`config.mk`:
```
export PLATFORM = sky130hd
export DESIGN_NAME = sound_event_scheduler
export DESIGN_NICKNAME = d
export VERILOG_FILES = /design/src/rtl/sound_event_scheduler.sv
export SDC_FILE = /design/constraint.sdc
export NUM_CORES = 1
export LEC_CHECK = 0
export CORE_AREA = 4 4 78 80
export CTS_CLUSTER_SIZE = 40
export DETAILED_ROUTE_END_ITERATION = 7
export DIE_AREA = 0 0 82 84
export PLACE_DENSITY = 0.68
export SKIP_CTS_REPAIR_TIMING = 1
export SYNTH_ARGS = -nofsm -noshare
export SYNTH_HDL_FRONTEND = slang
export SYNTH_SLANG_ARGS = --single-unit
```
`constraint.sdc`:
```
create_clock -name clk -period 6.9 [get_ports clk]
set_input_delay 2.07 -clock clk [delete_from_list [all_inputs] [get_ports clk]]
set_output_delay 2.07 -clock clk [all_outputs]
set_load 0.1 [all_outputs]
```
`src/rtl/sound_event_scheduler.sv`:
```
// ---------------------------------------------------------------------------
// sound_event_scheduler
//
// Queues win/lose sound requests in a 2-entry FIFO and plays each one as a
// short sequence of notes. A single FSM (IDLE / NOTE / GAP) walks the note
// table and drives the registered tone-generator outputs.
//
// Optional feature macro: SOUND_GAP_EN
//   defined   -> GAP_TICKS silent cycles are inserted between the notes of
//                a sequence (GAP state compiled in)
//   undefined -> notes play back-to-back, no GAP logic is built
//
// Parameters
//   NOTE_TICKS  clock cycles per note (1 .. 2^26-1)
//   GAP_TICKS   silent cycles between notes (1 .. 255), SOUND_GAP_EN only
//
// Ports
//   clk           system clock, rising edge
//   resetN        asynchronous active-low reset
//   win           single-cycle win request
//   lose          single-cycle lose request
//   clear         synchronous abort of queued and playing sounds
//   sound_freq    current note frequency in Hz (0 when silent)
//   enable_sound  tone generator enable
//   busy          FSM not idle or FIFO non-empty
//   overflow      sticky: a request was dropped because the FIFO was full
//   cur_event     sequence being played, 1 = win, 0 = lose
// ---------------------------------------------------------------------------
module sound_event_scheduler #(
    parameter int NOTE_TICKS = 5,
    parameter int GAP_TICKS  = 2
) (
    input  logic       clk,
    input  logic       resetN,
    input  logic       win,
    input  logic       lose,
    input  logic       clear,
    output logic [9:0] sound_freq,
    output logic       enable_sound,
    output logic       busy,
    output logic       overflow,
    output logic       cur_event
);

    typedef enum logic [1:0] {
        ST_IDLE = 2'd0,
        ST_NOTE = 2'd1,
        ST_GAP  = 2'd2
    } state_t;

    localparam logic [25:0] NOTE_LOAD = 26'(NOTE_TICKS - 1);
    localparam logic [25:0] GAP_LOAD  = 26'(GAP_TICKS - 1);

    // Note table: event type (1 = win) and note index -> frequency in Hz.
    function automatic logic [9:0] note_freq(input logic ev, input logic [1:0] idx);
        logic [9:0] f;
        case ({ev, idx})
            3'b1_00: f = 10'd523;
            3'b1_01: f = 10'd659;
            3'b1_10: f = 10'd784;
            3'b0_00: f = 10'd392;
            3'b0_01: f = 10'd262;
            default: f = 10'd0;
        endcase
        return f;
    endfunction

    // True when idx is the final note of the sequence for this event type.
    function automatic logic is_last_note(input logic ev, input logic [1:0] idx);
        logic last;
        if (ev) begin
            last = (idx == 2'd2);
        end else begin
            last = (idx == 2'd1);
        end
        return last;
    endfunction

    state_t      state_q;
    logic [25:0] cnt_q;
    logic [1:0]  note_idx_q;
    logic [1:0]  fifo_q;      // slot 0 is the head
    logic [1:0]  count_q;     // occupancy 0..2
    logic [9:0]  sound_freq_q;
    logic        enable_q;
    logic        overflow_q;
    logic        cur_event_q;

    logic [1:0]  fifo_d;
    logic [1:0]  count_d;
    logic        pop_s;
    logic        ovf_set_s;

    // The GAP length is only consumed when the gap feature is built in.
    logic        unused_gap_s;
    assign unused_gap_s = ^GAP_LOAD;

    // The FSM pops only from IDLE, using the occupancy registered on the
    // previous edge, so a request written on edge N starts playing on N+1.
    assign pop_s = (state_q == ST_IDLE) && (count_q != 2'd0) && !clear;

    // FIFO next state: pop first (frees a slot), then push lose, then win.
    always_comb begin
        fifo_d    = fifo_q;
        count_d   = count_q;
        ovf_set_s = 1'b0;
        if (pop_s) begin
            fifo_d[0] = fifo_q[1];
            fifo_d[1] = 1'b0;
            count_d   = count_q - 2'd1;
        end else begin
            fifo_d    = fifo_q;
        end
        if (lose) begin
            if (count_d < 2'd2) begin
                fifo_d[count_d[0]] = 1'b0;
                count_d            = count_d + 2'd1;
            end else begin
                ovf_set_s = 1'b1;
            end
        end else begin
            ovf_set_s = ovf_set_s;
        end
        if (win) begin
            if (count_d < 2'd2) begin
                fifo_d[count_d[0]] = 1'b1;
                count_d            = count_d + 2'd1;
            end else begin
                ovf_set_s = 1'b1;
            end
        end else begin
            ovf_set_s = ovf_set_s;
        end
    end

    // Sequencer FSM, FIFO storage and registered outputs.
    always_ff @(posedge clk or negedge resetN) begin
        if (!resetN) begin
            state_q      <= ST_IDLE;
            cnt_q        <= 26'd0;
            note_idx_q   <= 2'd0;
            fifo_q       <= 2'b00;
            count_q      <= 2'd0;
            sound_freq_q <= 10'd0;
            enable_q     <= 1'b0;
            overflow_q   <= 1'b0;
            cur_event_q  <= 1'b0;
        end else if (clear) begin
            // Abort: requests sampled in this cycle are discarded and do
            // not count as overflow.
            state_q      <= ST_IDLE;
            cnt_q        <= 26'd0;
            note_idx_q   <= 2'd0;
            fifo_q       <= 2'b00;
            count_q      <= 2'd0;
            sound_freq_q <= 10'd0;
            enable_q     <= 1'b0;
            cur_event_q  <= 1'b0;
        end else begin
            fifo_q     <= fifo_d;
            count_q    <= count_d;
            overflow_q <= overflow_q | ovf_set_s;
            case (state_q)
                ST_IDLE: begin
                    if (pop_s) begin
                        state_q      <= ST_NOTE;
                        cur_event_q  <= fifo_q[0];
                        note_idx_q   <= 2'd0;
                        cnt_q        <= NOTE_LOAD;
                        sound_freq_q <= note_freq(fifo_q[0], 2'd0);
                        enable_q     <= 1'b1;
                    end else begin
                        sound_freq_q <= 10'd0;
                        enable_q     <= 1'b0;
                    end
                end
                ST_NOTE: begin
                    if (cnt_q != 26'd0) begin
                        cnt_q <= cnt_q - 26'd1;
                    end else if (is_last_note(cur_event_q, note_idx_q)) begin
                        state_q      <= ST_IDLE;
                        note_idx_q   <= 2'd0;
                        sound_freq_q <= 10'd0;
                        enable_q     <= 1'b0;
                    end else begin
`ifdef SOUND_GAP_EN
                        state_q      <= ST_GAP;
                        note_idx_q   <= note_idx_q + 2'd1;
                        cnt_q        <= GAP_LOAD;
                        sound_freq_q <= 10'd0;
                        enable_q     <= 1'b0;
`else
                        state_q      <= ST_NOTE;
                        note_idx_q   <= note_idx_q + 2'd1;
                        cnt_q        <= NOTE_LOAD;
                        sound_freq_q <= note_freq(cur_event_q, note_idx_q + 2'd1);
                        enable_q     <= 1'b1;
`endif
                    end
                end
`ifdef SOUND_GAP_EN
                ST_GAP: begin
                    if (cnt_q != 26'd0) begin
                        cnt_q <= cnt_q - 26'd1;
                    end else begin
                        state_q      <= ST_NOTE;
                        cnt_q        <= NOTE_LOAD;
                        sound_freq_q <= note_freq(cur_event_q, note_idx_q);
                        enable_q     <= 1'b1;
                    end
                end
`endif
                default: begin
                    state_q      <= ST_IDLE;
                    cnt_q        <= 26'd0;
                    note_idx_q   <= 2'd0;
                    sound_freq_q <= 10'd0;
                    enable_q     <= 1'b0;
                end
            endcase
        end
    end

    assign sound_freq   = sound_freq_q;
    assign enable_sound = enable_q;
    assign overflow     = overflow_q;
    assign cur_event    = cur_event_q;
    assign busy         = (state_q != ST_IDLE) || (count_q != 2'd0);

endmodule

```
==> flow_metrics.py, run 1 <==
metrics = {
    "status": {
        "run_status": "finished clean",
    },
    "placed_design": {
        "portBuffers": 16,
        "dp_hpwl_um": 3620,
        "gp_congestion": 0.828,
        "dpl.cell_count": 358,
        "placed_area_mm2": 0.00282,
    },
    "cells_and_area": {
        "stdcell_count": 366,
        "antenna_cells": 0,
        "finish.instance_area_mm2": 0.00294,
        "area_growth_pct": 12.2,
        "layout.nets": 306,
        "drive_gt1_share_pct": 8.84,
        "most-common-layout-cells": "44 x dfrtp_1, 41 x nor2_1, 19 x nand2_1",
        "layout_commonest_cell": "dfrtp_1",
    },
    "critical_path": {
        "crit_path_max_incr_delay_ns": 1.16,
        "critPathBufInv": 3,
        "crit_path_frequent_cell": "inv_1",
        "endpoint_kind": "output port",
        "start_kind": "flop",
        "cp_cell_sequence": "inv_1, ha_1, nor2b_1, inv_1, clkdlybuf4s50_1",
        "critPathTopFamily": "buffers and inverters",
        "crit_required_ns": 4.83,
        "crit_type": "reg2out",
        "worstPathMaxFanout": 8,
        "cpMaxStageDelayCell": "clkdlybuf4s50_1",
        "reg2reg_slack_ns": 3.82,
        "reg2reg_to": "cnt_q[13]$_DFFE_PN0P_",
        "r2r_start": "cnt_q[10]$_DFFE_PN0P_",
        "cp.arrival_ns": 2.54,
        "r2r_cells": 6,
    },
    "flow_run": {
        "maxCapViolCount": 0,
    },
    "sta": {
        "maxSlewViolCount": 0,
        "fin_skew_ns": 0.00890,
        "finalHoldViolations": 0,
        "slew-limit-headroom_pct": 33.8,
        "worst_pin_slew_ns": 0.993,
        "min_period_over_period_pct": 66.8,
        "setup_viol": 0,
        "rsz0062_at_grt": "false",
        "max_freq_ghz": 0.217,
        "min_period_ns": 4.61,
        "tns_ns": 0,
    },
    "route": {
        "drtIter0Drc": 125,
        "wirelength_um": 5280,
        "firstDrtPassIters": 4,
        "via_per_inst": 5.49,
        "wl_per_cell_um": 14.4,
        "ant_nets": 0,
        "via_count": 2009,
        "route.detailed.drc": 0,
    },
    "yosys": {
        "synth_top_family_by_area": "simple AND/OR/NAND/NOR gates",
        "netlist_instances": 282,
        "ys_dominant_reg_cell": "dfrtp_1",
        "synth-seq-cells": 44,
        "ys_seq_area_share_pct": 41.9,
        "yosys.area_share.simple_pct": 20.7,
        "synth-compound-area-share_pct": 20.4,
        "synth_xor_area_share_pct": 5.34,
        "synth_top_cell_area_share_pct": 41.9,
        "yosys-top-cells-area": "dfrtp_1 42%, nor2_1 5.9%, ha_1 3.8%",
        "netlist_area_mm2": 0.00263,
        "synthDistinctLibCells": 53,
        "ys_warn_count": 0,
        "synthMuxAreaShare_pct": 3.29,
        "async_reset_ff_share_pct": 100,
        "synth_top_area_cell": "dfrtp_1",
        "syn_area_per_cell_um2": 9.31,
        "synth-adder-area-share_pct": 3.81,
        "synth-edff-count": 0,
    },
    "cts": {
        "cts_root_buf": "clkbuf_8",
        "numClockSinks": 44,
        "clkLatencyLatePin_ns": 0.30,
        "cts_made_buffers": 5,
        "cts_htree_levels": 2,
        "cts.clk_slew.worst_paths_ns": 0.09,
        "cts_buffer_depth": 2,
        "cts_tree": "done",
    },
    "floorplanning": {
        "die_y_um": 84,
        "die_x_um": 82,
        "start_util_pct": 48.6,
        "core_mm2": 0.00541,
        "io_pins": 19,
        "dieArea_mm2": 0.00689,
        "row_count": 27,
    },
    "global_route": {
        "antenna_found_initial": 0,
        "grt_pass1_wl_um": 9400,
        "grt_pass1_vias": 1963,
        "grt_max_degree": 45,
        "grt_remaining_overflow": 0,
        "gr-usage-all-layers_pct": 17.1,
    },
    "worst_hold_path": {
        "whs_endpoint": "sound_freq[9]$_DFFE_PN0P_",
        "hp-start": "sound_freq[9]$_DFFE_PN0P_",
        "min_path_cells": 1,
        "hold_class": "reg2reg",
    },
}
-- per-stage QoR --
| step | util (%) | setup slack [ns] | hold slack, ns |
|---|---|---|---|
| 5_1_grt | 54.5 | 2.15 | 0.502 |
| 4_1_cts | 54.5 | 2.27 | 0.486 |
| 3_5_place_dp | 52.1 | 2.15 | 0.465 |
| 2_1_floorplan | - | 2.72 | 0.472 |
| 3_3_place_gp | 52.1 | 2.23 | 0.458 |
| 6_report | 54.5 | 2.29 | 0.482 |
-- cells in the mapped netlist (2+ instances only) --
| library cell | number |
|---|---|
| o211ai_1 | 6 |
| nor2_1 | 41 |
| mux2_2 | 5 |
| a211o_1 | 3 |
| nor2b_1 | 2 |
| nor4bb_1 | 2 |
| nor3_1 | 7 |
| a21oi_1 | 12 |
| a21o_1 | 6 |
| o21ai_0 | 13 |
| clkbuf_1 | 8 |
| a31oi_1 | 8 |
| buf_2 | 3 |
| xor2_1 | 8 |
| o41ai_1 | 2 |
| nand3_1 | 4 |
| ha_1 | 8 |
| a211oi_1 | 7 |
| buf_4 | 2 |
| or4_1 | 4 |
| a2111oi_0 | 2 |
| or3_1 | 7 |
| o21a_1 | 2 |
| nand2b_1 | 4 |
| a21oi_2 | 2 |
| xnor2_1 | 8 |
| dfrtp_1 | 44 |
| inv_1 | 14 |
| o21bai_1 | 2 |
| nor4_1 | 3 |
| nand2_1 | 19 |
| mux2i_1 | 3 |
-- how the worst max path moves through the flow --
stage	depth (start not counted)	startpoint	to	slack, ns
after global placement	9	clear	count_q[0]$_DFF_PN0_	2.23
after CTS	5	count_q[0]$_DFF_PN0_	busy	2.27
final	5	count_q[0]$_DFF_PN0_	busy	2.29
after floorplan	9	clear	count_q[0]$_DFF_PN0_	2.72
after detailed placement	9	clear	count_q[0]$_DFF_PN0_	2.15
after global routing	3	state_q[0]$_DFFE_PN0P_	busy	2.15
-- worst reg2reg max path: cells and delay by family, from the launching register on --
family           cells  cell delay (ns)
multiplexers         1             0.28
AND/OR/NAND/NOR      4             1.50
AO/OA/AOI/OAI        1             0.74
flip-flops           1             0.46
-- final cells by class --
cell class,count,area (um^2)
Sequential cell,44,1100
Multi-Input combinational cell,211,1410
Timing Repair Buffer,17,163
Inverter,14,52.6
Fill cell,485,2460
Clock buffer,7,96.3
Tap cell,72,90.1
Clock inverter,1,30.0
-- state kept, by name, indices dropped and copies added, names as in the netlist --
name and count:
note_idx_q 2, count_q 2, fifo_q 2, overflow 1
state_q 1, cur_event 1, enable_sound 1, cnt_q 26
sound_freq 8
-- logic make-up (layout without fill, tap and decap cells) --
| group | count (synthesis) | after routing |
|---|---|---|
| AO/OA/AOI/OAI | 73 | 73 |
| XOR/XNOR | 16 | 16 |
| adder cells (fa/ha/maj) | 8 | 8 |
| buffers and inverters | 28 | 39 |
| flip-flops | 44 | 44 |
| multiplexers | 8 | 8 |
| other | 1 | 2 |
| AND/OR/NAND/NOR | 104 | 104 |
-- metal layers --
layer  vias to the layer above  track usage [%]  routed length (um)
met5                         -                0                   0
met4                         0             5.44                  84
met3                         8             2.70                 161
met2                        27             25.1                2320
met1                       946             25.5                2710
li1                       1028                -                   -
Power of run 1 is left out: the tool's default activity adds up to more than one toggle a clock period on the data nets, which glitch-free logic cannot reach.
==> run 2, diff against run 1 <==
--- a/config.mk
+++ b/config.mk
@@ -9,7 +9,7 @@
 export CTS_CLUSTER_SIZE = 40
 export DETAILED_ROUTE_END_ITERATION = 7
 export DIE_AREA = 0 0 82 84
-export PLACE_DENSITY = 0.68
+export PLACE_DENSITY = 0.71
 export SKIP_CTS_REPAIR_TIMING = 1
 export SYNTH_ARGS = -nofsm -noshare
 export SYNTH_HDL_FRONTEND = slang
==> constraint.sdc (replaced) <==
create_clock -name clk -period 3.86 [get_ports clk]
set_input_delay 1.158 -clock clk [delete_from_list [all_inputs] [get_ports clk]]
set_output_delay 1.158 -clock clk [all_outputs]
set_load 0.1 [all_outputs]
==> flow_metrics.py, run 2 (synthesis gave the netlist of run 1 again) <==
metrics = {
    "route": {
        "via_count": 2096,
        "ant_nets": 0,
        "firstDrtPassIters": 4,
        "via_per_inst": 5.68,
        "wirelength_um": 5270,
        "wl_per_cell_um": 14.3,
        "route.detailed.drc": 0,
        "drtIter0Drc": 59,
    },
    "cts": {
        "cts_made_buffers": 5,
        "cts_root_buf": "clkbuf_8",
        "cts.clk_slew.worst_paths_ns": 0.08,
        "clkLatencyLatePin_ns": 0.30,
        "cts_buffer_depth": 2,
        "cts_htree_levels": 2,
        "cts_tree": "done",
        "numClockSinks": 44,
    },
    "critical_path": {
        "start_kind": "primary input",
        "crit_required_ns": 4.09,
        "crit_type": "in2reg",
        "cp.arrival_ns": 3.45,
        "reg2reg_slack_ns": 0.99,
        "worstPathMaxFanout": 4,
        "r2r_cells": 6,
        "endpoint_kind": "flop",
    },
    "global_route": {
        "grt_pass1_vias": 2074,
        "antenna_found_initial": 0,
        "grt_max_degree": 45,
        "grt_remaining_overflow": 0,
        "grt_pass1_wl_um": 9550,
        "gr-usage-all-layers_pct": 17.4,
    },
    "sta": {
        "min_period_ns": 3.22,
        "tns_ns": 0,
        "worst_pin_slew_ns": 0.984,
        "max_freq_ghz": 0.310,
        "min_period_over_period_pct": 83.5,
        "rsz0062_at_grt": "false",
        "finalHoldViolations": 0,
        "maxSlewViolCount": 0,
        "setup_viol": 0,
        "slew-limit-headroom_pct": 34.4,
        "fin_skew_ns": 0.00646,
    },
    "floorplanning": {
        "core_mm2": 0.00541,
        "die_y_um": 84,
        "io_pins": 19,
        "die_x_um": 82,
        "start_util_pct": 48.6,
        "row_count": 27,
        "dieArea_mm2": 0.00689,
    },
    "cells_and_area": {
        "drive_gt1_share_pct": 12.5,
        "layout.nets": 309,
        "antenna_cells": 0,
        "most-common-layout-cells": "44 x dfrtp_1, 41 x nor2_1, 19 x nand2_1",
        "layout_commonest_cell": "dfrtp_1",
        "largest_reg_flops": 26,
        "fillerInstances": 499,
        "area_growth_pct": 10.7,
        "final_core_util_pct": 53.8,
        "regMostFlops": "cnt_q",
    },
    "flow_run": {
        "maxCapViolCount": 0,
    },
    "placed_design": {
        "portBuffers": 16,
        "gp_congestion": 0.794,
        "dp_hpwl_um": 3700,
    },
    "worst_hold_path": {
        "hold_class": "reg2reg",
        "min_path_cells": 1,
    },
    "status": {
        "run_status": "finished clean",
    },
}
-- run 2: area by class of cell --
| cell class | count | area [um^2] | area share [%] |
|---|---|---|---|
| inverter | 14 | 52.6 | 1.81 |
| timing repair buffer | 20 | 160 | 5.51 |
| tap | 72 | 90.1 | 3.10 |
| sequential | 44 | 1100 | 37.9 |
| clock buffer | 8 | 90.1 | 3.10 |
| multi-input combinational | 211 | 1410 | 48.6 |
-- run 2: final timing paths --
path                                            from                   endpoint
min                        sound_freq[7]$_DFFE_PN0P_  sound_freq[7]$_DFFE_PN0P_
min reg2reg                sound_freq[7]$_DFFE_PN0P_  sound_freq[7]$_DFFE_PN0P_
max in group asynchronous                     resetN  sound_freq[2]$_DFFE_PN0P_
min in group asynchronous                     resetN      cnt_q[13]$_DFFE_PN0P_
max                                            clear       count_q[0]$_DFF_PN0_
max reg2reg                     cnt_q[2]$_DFFE_PN0P_      cnt_q[13]$_DFFE_PN0P_
-- run 2: worst max-delay path, stage by stage --
cell	delay (ns)
clkdlybuf4s50_1	0.43
or3_1	0.40
xnor2_1	0.27
ha_1	0.28
mux2_2	0.30
ha_1	0.29
mux2_2	0.26
nor2_1	0.08
-- run 2: layer usage --
layer | GRT usage, % | routed length (um)
met2 | 26.7 | 2500
met3 | 3.78 | 215
met5 | 0 | 0
met4 | 6.04 | 46
met1 | 23.9 | 2510
-- run 2: through the flow --
| stage | hold WS (ns) | setup WS [ns] | cells | area [um^2] |
|---|---|---|---|---|
| 3_3_place_gp | 0.461 | 0.399 | 361 | 2820 |
| 4_1_cts | 0.485 | 0.616 | 369 | 2910 |
| 2_1_floorplan | 0.472 | 0.593 | 283 | 2630 |
| 3_5_place_dp | 0.466 | 0.316 | 361 | 2820 |
| 6_report | 0.481 | 0.636 | 369 | 2910 |
| 5_1_grt | 0.505 | 0.537 | 369 | 2910 |
Power of run 2 is left out for the same reason.
==> run 3, diff against run 2 <==
--- a/config.mk
+++ b/config.mk
@@ -9,7 +9,7 @@
 export CTS_CLUSTER_SIZE = 40
 export DETAILED_ROUTE_END_ITERATION = 7
 export DIE_AREA = 0 0 82 84
-export PLACE_DENSITY = 0.71
+export PLACE_DENSITY = 0.68
 export SKIP_CTS_REPAIR_TIMING = 1
 export SYNTH_ARGS = -nofsm -noshare
 export SYNTH_HDL_FRONTEND = slang
==> constraint.sdc (replaced) <==
create_clock -name clk -period 3.26 [get_ports clk]
set_input_delay 0.978 -clock clk [delete_from_list [all_inputs] [get_ports clk]]
set_output_delay 0.978 -clock clk [all_outputs]
set_load 0.1 [all_outputs]
==> flow_metrics.py, run 3 (synthesis gave the netlist of run 1 again) <==
metrics = {
    "status": {
        "run_status": "finished clean",
    },
    "sta": {
        "maxSlewViolCount": 0,
        "max_freq_ghz": 0.331,
        "setup_viol": 0,
        "min_period_ns": 3.02,
        "slew-limit-headroom_pct": 35.0,
        "worst_pin_slew_ns": 0.975,
        "finalHoldViolations": 0,
        "fin_skew_ns": 0.00817,
        "min_period_over_period_pct": 92.6,
        "rsz0062_at_grt": "false",
    },
    "floorplanning": {
        "dieArea_mm2": 0.00689,
        "core_mm2": 0.00541,
        "die_y_um": 84,
        "row_count": 27,
        "die_x_um": 82,
        "start_util_pct": 48.6,
        "io_pins": 19,
    },
    "placed_design": {
        "gp_congestion": 0.826,
        "placed_area_mm2": 0.00286,
        "dpl.cell_count": 367,
        "dp_hpwl_um": 3790,
        "portBuffers": 16,
    },
    "critical_path": {
        "cp_cell_sequence": "clkdlybuf4s50_1, or3_1, xnor2_1, ha_1, mux2_2, ha_1, mux2_2, nor2_1",
        "crit_required_ns": 3.49,
        "worstPathMaxFanout": 4,
        "cp.arrival_ns": 3.25,
        "start_kind": "primary input",
        "crit_path_max_incr_delay_ns": 0.42,
        "endpoint_kind": "flop",
        "cpMaxStageDelayCell": "clkdlybuf4s50_1",
        "crit_type": "in2reg",
    },
    "cts": {
        "cts_tree": "done",
        "cts_buffer_depth": 2,
        "cts_root_buf": "clkbuf_8",
        "cts.clk_slew.worst_paths_ns": 0.08,
        "clkLatencyLatePin_ns": 0.30,
        "cts_htree_levels": 2,
        "numClockSinks": 44,
        "cts_made_buffers": 5,
    },
    "route": {
        "firstDrtPassIters": 4,
        "via_per_inst": 5.56,
        "route.detailed.drc": 0,
        "via_count": 2084,
        "drtIter0Drc": 118,
        "ant_nets": 0,
        "wl_per_cell_um": 14.3,
        "wirelength_um": 5380,
    },
    "cells_and_area": {
        "final_core_util_pct": 54.5,
        "area_growth_pct": 12.2,
        "layout_commonest_cell": "dfrtp_1",
        "stdcell_count": 375,
        "finish.instance_area_mm2": 0.00295,
        "largest_reg_flops": 26,
        "most-common-layout-cells": "44 x dfrtp_1, 41 x nor2_1, 22 x buf_4",
        "regMostFlops": "cnt_q",
        "drive_gt1_share_pct": 14.9,
        "layout.nets": 315,
        "antenna_cells": 0,
    },
    "global_route": {
        "antenna_found_initial": 0,
        "gr-usage-all-layers_pct": 16.9,
        "grt_pass1_wl_um": 9320,
        "grt_pass1_vias": 1983,
        "grt_max_degree": 45,
        "grt_remaining_overflow": 0,
    },
    "flow_run": {
        "maxCapViolCount": 0,
    },
    "worst_hold_path": {
        "hold_class": "reg2reg",
    },
}
## run 3: cell type report
cell class	instances	area (um^2)
Fill cell	488	2460
Multi-Input combinational cell	211	1410
Sequential cell	44	1100
Timing Repair Buffer	26	200
Clock buffer	8	90.1
Tap cell	72	90.1
Inverter	14	52.6
## run 3: final timing paths
path / to / start / cells past startpoint / slack [ns]
max: count_q[0]$_DFF_PN0_ / clear / 8 / 0.24
min: sound_freq[7]$_DFFE_PN0P_ / sound_freq[7]$_DFFE_PN0P_ / 1 / 0.48
max reg2reg: count_q[0]$_DFF_PN0_ / count_q[0]$_DFF_PN0_ / 9 / 0.58
min reg2reg: sound_freq[7]$_DFFE_PN0P_ / sound_freq[7]$_DFFE_PN0P_ / 1 / 0.48
max in group asynchronous: cnt_q[12]$_DFFE_PN0P_ / resetN / 1 / 1.83
min in group asynchronous: sound_freq[0]$_DFFE_PN0P_ / resetN / 1 / 0.83
## run 3: stage by stage
step                      hold slack [ns]  setup WS, ns  setup TNS (ns)
after floorplan                     0.472         0.173               0
after global placement              0.463        0.0271               0
after detailed placement            0.467       -0.0431         -0.0431
after CTS                           0.488         0.250               0
after global routing                0.507         0.174               0
final                               0.482         0.243               0
## run 3: worst max-delay path: cells and delay by family
family / cells / cell delay [ns]
and+or+nand+nor: 2 / 0.48
buffers and inverters: 1 / 0.42
muxes: 2 / 0.54
xor gates and xnor gates: 1 / 0.28
adders and majority gates: 2 / 0.55
## run 3: routing by layer
layer  track usage, %  share of wire, %  up-vias
li1                 -                 -     1053
met1             24.5                50      993
met2             25.7                45       32
met3             3.35               4.1        6
met4             4.08               1.1        0
met5                0                 0        -
Power of run 3 is left out for the same reason.
==> RTL change 1 (config.mk and constraints of run 2) <==
Build with the macro `SOUND_GAP_EN` defined.
--- a/src/rtl/sound_event_scheduler.sv
+++ b/src/rtl/sound_event_scheduler.sv
@@ -27,4 +27,6 @@
 //   cur_event     sequence being played, 1 = win, 0 = lose
 // ---------------------------------------------------------------------------
+`define SOUND_GAP_EN
+
 module sound_event_scheduler #(
     parameter int NOTE_TICKS = 5,
Check against the original RTL: not equivalent (a bounded check fails within 10 cycles, from zero or initial values and one cycle with resetN low).
==> RTL change 1 against run 2 <==
Die area unchanged; critical path type unchanged; synthesized cell count up 6.7%; area after synthesis increased by 5.9%; wire length is 9.9% higher; largest cell class unchanged; setup slack got worse by 59 ps; via count is 9.2% higher; sequential cell count grew 1; fmax shrank 1.8%; critical path depth unchanged; cell area rose by 6.3%.
==> RTL change 1: results (changes against run 2) <==
[outcome]
outcome = finished, final reports clean

[routing]
wl_per_cell_um = 14.9  ; +4.3%
dr_wl_met2_um = 2720  ; +9.1%
drtIter0Drc = 128  ; +120%
num_vias = 2289  ; +9.2%

[logic_synthesis]
synth.distinct_cells = 59  ; +11%
syn_area_per_cell_um2 = 9.24  ; -0.78%
yosys-top-cells-count = 45 x dfrtp_1, 29 x nand2_1, 21 x a21oi_1
synth_adder_area_share_pct = 4.05  ; +0.24 points
synthXorXnorAreaFrac_pct = 0.630  ; -4.7 points
ys_top_cells_by_area = dfrtp_1 41%, ha_1 4.1%, nand2_1 3.9%, a21oi_1 3.8%, mux2_2 2.8%
muxShareOfSynthArea_pct = 4.64  ; +1.3 points
yosysSeqAreaShare_pct = 40.5  ; -1.4 points

[final_layout]
final_cells = 389  ; +5.4%
nets = 330  ; +6.8%

[critical_path]
rr_endpoint = count_q[0]
cpLargestDelayFamily = multiplexers
cp_data_arrival_time_ps = 3520  ; +70 ps
reg2reg_from = count_q[0]

[placement]
finalWeightedCongestion = 0.771  ; -2.9%
dp_hpwl_um = 3980  ; +7.6%

[min_path]
holdPathStages = 2  ; +1
hold_start = sound_freq[8]

[global_routing]
grt_max_degree = 46  ; +2.2%
track_usage_pct = 18.3  ; +0.96 points
grt_pass1_wl_um = 10100  ; +5.9%

[sta]
finalClockSkew_ps = 6.40  ; -0.0681 ps
worstMarginPinSlew_ps = 1010  ; +27.6 ps

RTL change 1: changes by cell type in the layout (fill, tap and decap cells not counted), sizes merged, moves of 4 or more:
| cell | run 2 | this run |
|---|---|---|
| o211ai | 6 | 2 |
| a211oi | 7 | 1 |
| nand2 | 19 | 29 |
| nor4 | 4 | 13 |
| nor2 | 41 | 15 |
| xnor2 | 8 | 2 |
| a21oi | 15 | 21 |
| o21ai | 13 | 25 |
| xor2 | 8 | 0 |
| o22ai | 0 | 4 |
| nor3 | 7 | 12 |
RTL change 1: routing by layer:
layer / track usage (%) / up-vias
li1: - / 1144
met1: 25.4 / 1089
met2: 28.6 / 46
met3: 3.13 / 10
met4: 6.19 / 0
met5: 0 / -
RTL change 1: worst max-delay path by stage:
| stage | startpoint | to | slack [ps] |
|---|---|---|---|
| floorplan | clear | count_q[0] | 680 |
| global placement | clear | count_q[0] | 310 |
| detailed placement | clear | count_q[0] | 270 |
| CTS | clear | count_q[0] | 570 |
| global route | clear | count_q[0] | 460 |
| finish | clear | count_q[0] | 580 |
RTL change 1: per-stage QoR:
stage                     total power [mW]  worst slack [ps]  hold slack, ps
after global placement                2.21               308             454
final                                 2.63               577             477
after floorplan                       1.96               677             469
after CTS                             2.64               570             482
after global routing                  2.85               461             507
after detailed placement              2.25               271             461
RTL change 1: cell type report:
| class | count | area (µm²) |
|---|---|---|
| clock buffers | 6 | 82.6 |
| clock inverters | 2 | 37.5 |
| fillers | 517 | 2320 |
| inverters | 15 | 56.3 |
| multi-input cells | 226 | 1510 |
| flip-flops and latches | 45 | 1130 |
| well taps | 72 | 90.1 |
| repair buffers | 23 | 188 |
RTL change 1: worst register-to-register path: stages (launching register included):
cell     delay (ps)
dfrtp_1         400
inv_1            60
ha_1            270
nor4_2          210
mux2_2          410
ha_1            280
mux2_2          300
ha_1            290
mux2_2          260
nor2_1           80
RTL change 1: cells by family after synthesis:
logic type      count (synthesis)
simple gates                  113
flops                          45
buf+inv                        31
fa+ha+maj                       9
xor+xnor                        2
other cells                     1
mux                            12
compound gates                 88
RTL change 1: report_power, final:
part,internal [mW],total [mW],switching (mW)
clock network,0.211,0.377,0.167
logic,0.537,1.49,0.953
registers,0.591,0.759,0.168
total,1.34,2.63,1.29
==> RTL change 2 (settings of run 2) <==
Without the edit above. The 3 states of `state_t` get a one-hot encoding in 3 bits.
--- a/src/rtl/sound_event_scheduler.sv
+++ b/src/rtl/sound_event_scheduler.sv
@@ -43,8 +43,8 @@
 );
 
-    typedef enum logic [1:0] {
-        ST_IDLE = 2'd0,
-        ST_NOTE = 2'd1,
-        ST_GAP  = 2'd2
+    typedef enum logic [2:0] {
+        ST_IDLE = 3'b001,
+        ST_NOTE = 3'b010,
+        ST_GAP  = 3'b100
     } state_t;
 
Function: same outputs for any inputs over 10 cycles, from zero or initial values and one cycle with resetN low; not proved beyond that.
==> RTL change 2 against run 2 <==
Area after synthesis increased by 7.1%; wire length is 16% higher; count of clock-buffer cells in the layout shrank 1; sequential cell count is 1 higher; non-clock buffer count grew 4; highest routed layer unchanged; cell area grew 7.4%; setup slack got worse by 4.2 ps.
Power is not shown: default switching activity piles up to over one toggle a cycle in this logic, so the estimate is an artifact.
==> RTL change 2: results (changes against run 2) <==
[outcome]
outcome = finished, final reports clean

[logic_synthesis]
ys_top_cells_by_area = dfrtp_1 39%, a21oi_1 5.7%, or4_1 5.1%, ha_1 4.0%, o31ai_1 3.2%
syn_area_per_cell_um2 = 9.16  ; -1.6%
synth.distinct_cells = 55  ; +3.8%
yosys-top-cells-count = 44 x dfrtp_1, 32 x a21oi_1, 23 x nand2_1
synth_warnings = 0  ; unchanged
async_reset_ff_share_pct = 100  ; unchanged
yosysSeqAreaShare_pct = 40.1  ; -1.8 points

[final_layout]
nets = 335  ; +8.4%
buffer_area_share_pct = 6.10  ; +0.58 points
largest_reg_flops = 26  ; unchanged
layout-drive-gt1-share_pct = 16.1  ; +3.7 points
sh_seq_area_pct = 36.1  ; -1.8 points
clkbuf_count = 7  ; -1
seq_area_mm2 = 0.00113  ; +2.4%
nFillCells = 506  ; +1.4%
multi_input_area_share_pct = 50.2  ; +1.6 points
n_all_buffers = 24  ; +20%
antenna_cells = 0  ; unchanged
clock_cell_area_share_pct = 3.25  ; +0.15 points
multi_input_gates = 233  ; +10%
largest_register = cnt_q
inverters = 12  ; -2

[global_routing]
track_usage_pct = 19.3  ; +1.9 points
grt_max_degree = 46  ; +2.2%
grt_pass1_wl_um = 10700  ; +12%
grt_pass1_vias = 2286  ; +10%
antenna_found_initial = 0  ; unchanged

[clock_network]
clock_path_buffers = 2  ; unchanged
clk_latency_ps = 300  ; about the same
cts_buffers = 5  ; unchanged
cts.sinks = 45  ; +2.3%
cts.clk_slew.worst_paths_ps = 90
h-tree-depth = 2  ; unchanged
root_buffer = clkbuf_8

[routing]
dr.pass1.iters = 4  ; unchanged
wl_per_cell_um = 15.5  ; +8.5%
vias_per_cell = 6.04  ; +6.4%
drtIter0Drc = 171  ; +190%
num_vias = 2381  ; +14%

[placement]
finalWeightedCongestion = 0.812  ; +2.3%
placed_cells = 386  ; +6.9%
post-place-ws_ps = 294  ; -21.5 ps
dpl_cell_area_mm2 = 0.00302  ; +7.2%
dp_hpwl_um = 4260  ; +15%
numPortBuffers = 16  ; unchanged

[sta]
clock.fmax_mhz = 310  ; -0.13%
maxSlewHeadroom_pct = 32.9  ; -1.4 points
finalClockSkew_ps = 6.61  ; +0.142 ps

[critical_path]
cp_data_arrival_time_ps = 3460  ; about the same
reg2regPathDepth = 8  ; +2
worstPathMaxFanout = 5  ; +1

[floorplan]
taps = 72  ; unchanged

[min_path]
hold_class = reg2reg
holdPathStages = 2  ; +1

-- RTL change 2: changes by cell type after synthesis, moves of 7 or more --
cell / change
xnor2_1: -7
xor2_1: -8
o31ai_1: +11
or4_1: +15
or3_1: +7
o21ai_1: +7
nor2_1: -24
a21oi_1: +20
a211oi_1: -7
-- RTL change 2: layer usage --
metal / routed length [µm] / part of all wire, % / global-route usage [%]
met5: 0 / 0 / 0
met2: 3000 / 49 / 31.2
met3: 151 / 2.5 / 4.10
met1: 2860 / 47 / 25.3
met4: 82 / 1.3 / 6.50
-- RTL change 2: cells by family (layout without fill, tap and decap cells) --
| group | Yosys count | in the layout | synth area share, % |
|---|---|---|---|
| AO/OA/AOI/OAI | 91 | 91 | 19.9 |
| XOR/XNOR | 1 | 1 | 0.312 |
| adder cells (fa/ha/maj) | 9 | 9 | 4.01 |
| buffers and inverters | 30 | 44 | 4.67 |
| flip-flops | 45 | 45 | 40.1 |
| multiplexers | 6 | 6 | 2.36 |
| other | 1 | 2 | 0.133 |
| AND/OR/NAND/NOR | 124 | 124 | 28.5 |
-- RTL change 2: critical path, cell delays in order --
cell             delay (ps)
clkdlybuf4s50_1         460
nor3b_4                 230
mux2_2                  400
ha_1                    270
mux2_2                  290
ha_1                    300
mux2_2                  260
nor2_1                   90
-- RTL change 2: final timing paths --
check                                    from             to  slack (ps)
worst max-delay path                    clear     count_q[0]         630
worst min register to register  sound_freq[7]  sound_freq[7]         480
worst max register to register     state_q[0]     count_q[0]        1110
min in group asynchronous              resetN       cnt_q[2]        1030
worst min-delay path            sound_freq[7]  sound_freq[7]         480
max in group asynchronous              resetN  sound_freq[9]        2220
